## config.mk

```make
export PLATFORM = sky130hd
export DESIGN_NAME = ej32_dstack
export DESIGN_NICKNAME = d
export VERILOG_FILES = /design/src/rtl/ej32_pkg.sv /design/src/rtl/ej32_stack_rf.sv /design/src/rtl/ej32_dstack.sv
export SDC_FILE = /design/constraint.sdc
export NUM_CORES = 2
export LEC_CHECK = 0
export CAP_MARGIN = 15
export CELL_PAD_IN_SITES_DETAIL_PLACEMENT = 0
export CELL_PAD_IN_SITES_GLOBAL_PLACEMENT = 1
export CORE_ASPECT_RATIO = 1.25
export CORE_MARGIN = 2
export CORE_UTILIZATION = 45
export CTS_BUF_LIST = sky130_fd_sc_hd__clkbuf_8
export DETAILED_ROUTE_END_ITERATION = 8
export PLACE_DENSITY_LB_ADDON = 0.1
export SYNTH_ARGS = -nofsm -noshare
export SYNTH_HDL_FRONTEND = slang
export SYNTH_HIERARCHICAL = 1
export SYNTH_SLANG_ARGS = --single-unit
export TNS_END_PERCENT = 20
```

## constraint.sdc

```tcl
create_clock -name clk -period 4.6 [get_ports clk]
set_input_delay 0.69 -clock clk [delete_from_list [all_inputs] [get_ports clk]]
set_output_delay 0.69 -clock clk [all_outputs]
set_load 0.05 [all_outputs]
```

## src/rtl/ej32_pkg.sv

```systemverilog
// Shared definitions for the ej32 data stack.
// Holds the stack command encoding and the default geometry.
package ej32_pkg;

    typedef enum logic [1:0] {
        OP_NOP  = 2'b00,
        OP_PUSH = 2'b01,
        OP_POP  = 2'b10,
        OP_PICK = 2'b11
    } stack_ops;

    localparam int EJ32_DEPTH = 64;
    localparam int EJ32_DSZ   = 32;

endpackage

```

## src/rtl/ej32_stack_rf.sv

```systemverilog
// Storage for the stack entries below top-of-stack.
// One synchronous write port and one asynchronous read port; there is no reset and no backpressure.
module ej32_stack_rf
    import ej32_pkg::*;
#(
    parameter int DEPTH = EJ32_DEPTH,
    parameter int DSZ   = EJ32_DSZ,
    parameter int AW    = $clog2(DEPTH)
) (
    input  logic           clk,
    input  logic           i_we,
    input  logic [AW-1:0]  i_waddr,
    input  logic [DSZ-1:0] i_wdata,
    input  logic [AW-1:0]  i_raddr,
    output logic [DSZ-1:0] o_rdata
);

    logic [DSZ-1:0] r_mem [DEPTH-1];

    always_ff @(posedge clk) begin
        if (i_we) begin
            r_mem[i_waddr] <= i_wdata;
        end
    end

    assign o_rdata = r_mem[i_raddr];

endmodule

```

## src/rtl/ej32_dstack.sv

```systemverilog
// ej32 data stack: registered top-of-stack plus a register file holding the entries beneath it.
// Latency 1 cycle; never stalls: a new op is accepted every cycle and bad ops only raise sticky flags.
module ej32_dstack
    import ej32_pkg::*;
#(
    parameter int DEPTH = EJ32_DEPTH,
    parameter int DSZ   = EJ32_DSZ
) (
    input  logic                     clk,
    input  logic                     rst,
    input  logic [1:0]               op,
    input  logic [DSZ-1:0]           vi,
    output logic [DSZ-1:0]           s,
    output logic [$clog2(DEPTH):0]   sp,
    output logic                     empty,
    output logic                     full,
    output logic                     ovf,
    output logic                     udf
);

    localparam int AW = $clog2(DEPTH);
    localparam logic [AW:0] SP_FULL = (AW+1)'(DEPTH);
    localparam logic [AW:0] SP_ONE  = (AW+1)'(1);
    localparam logic [AW:0] SP_TWO  = (AW+1)'(2);

    logic [DSZ-1:0] r_tos;
    logic [AW:0]    r_sp;
    logic           r_ovf;
    logic           r_udf;

    stack_ops       w_op;
    logic [AW:0]    w_n;
    logic           w_empty;
    logic           w_full;
    logic [AW:0]    w_raddr_wide;
    logic [AW:0]    w_waddr_wide;
    logic [DSZ-1:0] w_rdata;
    logic           w_we;
    logic           w_do_push;
    logic [DSZ-1:0] w_push_val;
    logic [DSZ-1:0] w_tos_nxt;
    logic [AW:0]    w_sp_nxt;
    logic           w_ovf_nxt;
    logic           w_udf_nxt;

    assign w_op    = stack_ops'(op);
    assign w_n     = {1'b0, vi[AW-1:0]};
    assign w_empty = (r_sp == '0);
    assign w_full  = (r_sp == SP_FULL);

    // POP reads next-under (sp-2); PICK n reads sp-1-n. PICK 1 and POP share an address.
    assign w_raddr_wide = (w_op == OP_POP) ? (r_sp - SP_TWO) : (r_sp - SP_ONE - w_n);
    assign w_waddr_wide = r_sp - SP_ONE;

    ej32_stack_rf #(
        .DEPTH (DEPTH),
        .DSZ   (DSZ),
        .AW    (AW)
    ) u_rf (
        .clk     (clk),
        .i_we    (w_we),
        .i_waddr (w_waddr_wide[AW-1:0]),
        .i_wdata (r_tos),
        .i_raddr (w_raddr_wide[AW-1:0]),
        .o_rdata (w_rdata)
    );

    always_comb begin
        w_tos_nxt  = r_tos;
        w_sp_nxt   = r_sp;
        w_ovf_nxt  = r_ovf;
        w_udf_nxt  = r_udf;
        w_we       = 1'b0;
        w_do_push  = 1'b0;
        w_push_val = vi;
        case (w_op)
            OP_PUSH: begin
                if (w_full) w_ovf_nxt = 1'b1;
                else        w_do_push = 1'b1;
            end
            OP_POP: begin
                if (w_empty) begin
                    w_udf_nxt = 1'b1;
                end else if (r_sp == SP_ONE) begin
                    w_tos_nxt = '0;
                    w_sp_nxt  = '0;
                end else begin
                    w_tos_nxt = w_rdata;
                    w_sp_nxt  = r_sp - SP_ONE;
                end
            end
            OP_PICK: begin
                if (w_n >= r_sp) begin
                    w_udf_nxt = 1'b1;
                end else if (w_full) begin
                    w_ovf_nxt = 1'b1;
                end else begin
                    w_do_push  = 1'b1;
                    w_push_val = (w_n == '0) ? r_tos : w_rdata;
                end
            end
            default: ;
        endcase
        // An empty stack has no old TOS worth spilling into the array.
        if (w_do_push) begin
            w_we      = !w_empty;
            w_tos_nxt = w_push_val;
            w_sp_nxt  = r_sp + SP_ONE;
        end
    end

    always_ff @(posedge clk or posedge rst) begin
        if (rst) begin
            r_tos <= '0;
            r_sp  <= '0;
            r_ovf <= 1'b0;
            r_udf <= 1'b0;
        end else begin
            r_tos <= w_tos_nxt;
            r_sp  <= w_sp_nxt;
            r_ovf <= w_ovf_nxt;
            r_udf <= w_udf_nxt;
        end
    end

    assign s     = r_tos;
    assign sp    = r_sp;
    assign empty = w_empty;
    assign full  = w_full;
    assign ovf   = r_ovf;
    assign udf   = r_udf;

endmodule

```

==> results.json <==
{
  "timing.fmax_ghz": 0.223,
  "fin_skew_ns": 0.0762,
  "antenna_found_initial": 11,
  "crit_chain": "inv_2 > ha_1 > inv_2 > fa_1 > xor2_1 > nand2_1 > o21ai_4 > buf_12 > buf_12 > buf_4 > mux4_2 > o221ai_1 > a31oi_1 > a2bb2oi_1 > and3_1 > a221o_1 > mux2_4",
  "n_fill_cell": 14000,
  "grt_pass1_vias": 44500,
  "yosysSeqAreaShare_pct": 76.4,
  "syn-cell-area_sq_mm": 0.0806,
  "coreArea_sq_mm": 0.178,
  "synthFlopType": "edfxtp_1",
  "drc": 0,
  "dp.final_hpwl_um": 161000,
  "num_rows": 173,
  "synth_edf_count": 2016,
  "cp.required_ns": 5.52,
  "min_path_type": "input pin to asynchronous set/reset pin",
  "status": "finished, final reports clean",
  "drive_above_1_share_pct": 33.1,
  "worst_setup_path_start_kind": "flip-flop",
  "grt_remaining_overflow": 0,
  "post-route-period-util_pct": 97.4,
  "crit_path_top_delay_cell": "fa_1",
  "slew_headroom_pct": 16.9,
  "synth_seq_cells": 2057,
  "avgSynthCellArea_sq_um": 21.0,
  "die_area_sq_mm": 0.183,
  "postPlaceCellArea_sq_mm": 0.0897,
  "cts_tree": "done",
  "clk_pin_slew_ns": 0.07,
  "synth_area_leader_cell": "edfxtp_1",
  "cts.htree.levels": 5,
  "grt_pass1_wl_um": 353000,
  "dr.pass1.iters": 5,
  "insertion_delay_ns": 1.05,
  "maxCapViolCount": 0,
  "wl_per_cell_um": 35.1,
  "grt_start_max_net_pins": 66,
  "hold_viol_final": 0,
  "io_pins": 79,
  "initial_core_util_pct": 45.3,
  "worstMarginPinSlew_ns": 1.24,
  "root_buffer": "clkbuf_8",
  "drtIter0Drc": 5117,
  "area_delta_synth_final_pct": 18.6,
  "die_x_um": 383,
  "netlist.area_leader.share_pct": 75.1,
  "viasPerCell": 6.05,
  "ant_nets": 0,
  "die_height_um": 477,
  "cts_max_path_buffers": 4,
  "yosys_warnings": 6,
  "synth_fp_nets": 3896,
  "syn_inst": 3841,
  "setup-violations-final": 0,
  "mostFrequentLayoutCell": "edfxtp_1",
  "clock_sinks": 2057,
  "slew_viol_final": 0,
  "ys_top_cells_by_area": "edfxtp_1, mux4_2, mux2i_1, dfrtp_1, o221ai_1",
  "rsz0062_at_grt": "true",
  "place.gp.congestion": 0.856,
  "max_stage_delay_ns": 0.44,
  "criticalPathCategory": "flip-flop to flip-flop",
  "arrival_ns": 5.40,
  "worst_setup_path_end_kind": "flip-flop",
  "track_usage_pct": 27.9,
  "synthArstFlopShare_pct": 1.99,
  "via_count": 43700,
  "synth_cell_types": 71,
  "portBuffers": 78,
  "cts_made_buffers": 337,
  "period_minus_slack_ns": 4.48,
  "worstPathMaxFanout": 35,
  "routed_wl_um": 254000,
  "postLayoutCellArea_sq_mm": 0.0957,
  "most-common-layout-cells": "edfxtp_1, buf_4, mux4_2",
  "nets": 4681
}
## state kept, by name, summed over array words and instances (netlist names)
signal and count:
s 32, ovf 1, u_rf/r_mem 2016, udf 1
sp 7
## metal layers
| layer | GRT usage [%] | share of wire, % | vias up |
|---|---|---|---|
| met2 | 46.9 | 50 | 1858 |
| met4 | 9.43 | 3.5 | 2 |
| met3 | 5.08 | 6.8 | 385 |
| li1 | - | - | 17800 |
| met5 | 0 | 0.0035 | - |
| met1 | 36.6 | 39 | 23700 |
## cells by family after synthesis
group	after synthesis	synth area share (%)
xor gates and xnor gates	11	0.119
AOI/OAI and AO/OA	475	4.29
DFF	2057	76.4
adders and majority gates	19	0.304
muxes	697	15.2
buffers and inverters	248	1.79
and+or+nand+nor	334	2.00
## final timing paths
check | startpoint | endpoint | slack [ns] | cells after the start
hold / removal | rst | ovf$_DFFE_PP0P_ | 0.19 | 2
max in group asynchronous | rst | s[24]$_DFFE_PP0P_ | 3.24 | 3
setup / recovery | sp[1]$_DFFE_PP0P_ | s[0]$_DFFE_PP0P_ | 0.12 | 17
hold reg to reg | ovf$_DFFE_PP0P_ | ovf$_DFFE_PP0P_ | 0.46 | 1
min in group clk | op[0] | ovf$_DFFE_PP0P_ | 0.41 | 3
setup reg to reg | sp[1]$_DFFE_PP0P_ | s[0]$_DFFE_PP0P_ | 0.12 | 17
## through the flow
stage / setup TNS [ns] / hold slack [ns] / setup slack, ns / instances / utilization [%]
3_3_place_gp: -10.63 / 0.438 / -0.828 / 6648 / 50.4
3_5_place_dp: -10.26 / 0.444 / -0.789 / 6648 / 50.4
6_report: 0 / 0.194 / 0.118 / 7215 / 53.8
2_1_floorplan: -24.96 / 0.764 / -0.780 / 3841 / -
5_1_grt: -0.0324 / 0.196 / -0.0202 / 7211 / 53.8
4_1_cts: 0 / 0.129 / 0.0475 / 7208 / 53.7
## critical path, delay by kind of cell, from the launching register on
family,cells,cell delay [ns]
compound gates,5,1.22
buf+inv,5,0.94
fa+ha+maj,2,0.79
mux,2,0.59
flops,1,0.35
simple gates,2,0.26
xor+xnor,1,0.19
## cells in the mapped netlist, types with 3 or more instances
cell type and instances:
nor3_1 20, buf_1 10, o211ai_1 6, nand3_1 22
mux2_2 47, clkbuf_1 90, a32oi_1 4, and2_1 3
o221ai_1 64, edfxtp_1 2016, ha_1 18, nand2_1 85
o211a_1 3, and3_1 38, a21oi_1 88, or2_2 4
a211oi_1 32, nor2_1 100, nor2b_1 29, a221oi_1 17
a31oi_1 8, nand3b_1 3, buf_4 26, a211o_1 24
mux2i_1 224, o32a_1 3, buf_6 38, nor4_1 3
o22ai_1 45, mux2_4 20, mux4_2 406, a22o_1 10
xor2_1 4, inv_1 21, buf_2 59, a22oi_1 20
nand2b_1 16, o21ai_0 63, a221o_1 34, xnor2_1 7
dfrtp_1 41, a21o_1 9, o22a_1 11, a2bb2oi_1 14
## timing repair
item | in CTS | in global routing
setup endpoints to repair | 16 | 25
pin swaps | 1 | 2
gates resized for setup | 15 | 32
hold buffers | 0 | 0
buffers inserted | 0 | 1
## final cells by class
type	instances	area [sq um]	share of cell area [%]
clock buffers	353	4860	5.08
clock inverters	207	890	0.930
diodes	6	15.0	0.0157
repair buffers	673	6890	7.20
multi-input cells	1536	18400	19.2
well taps	2362	2960	3.09
flip-flops and latches	2057	61600	64.4
inverters	21	80.1	0.0837
Power is left out: the tool's default activity adds up to more than one toggle a clock period on the data nets, which glitch-free logic cannot reach.
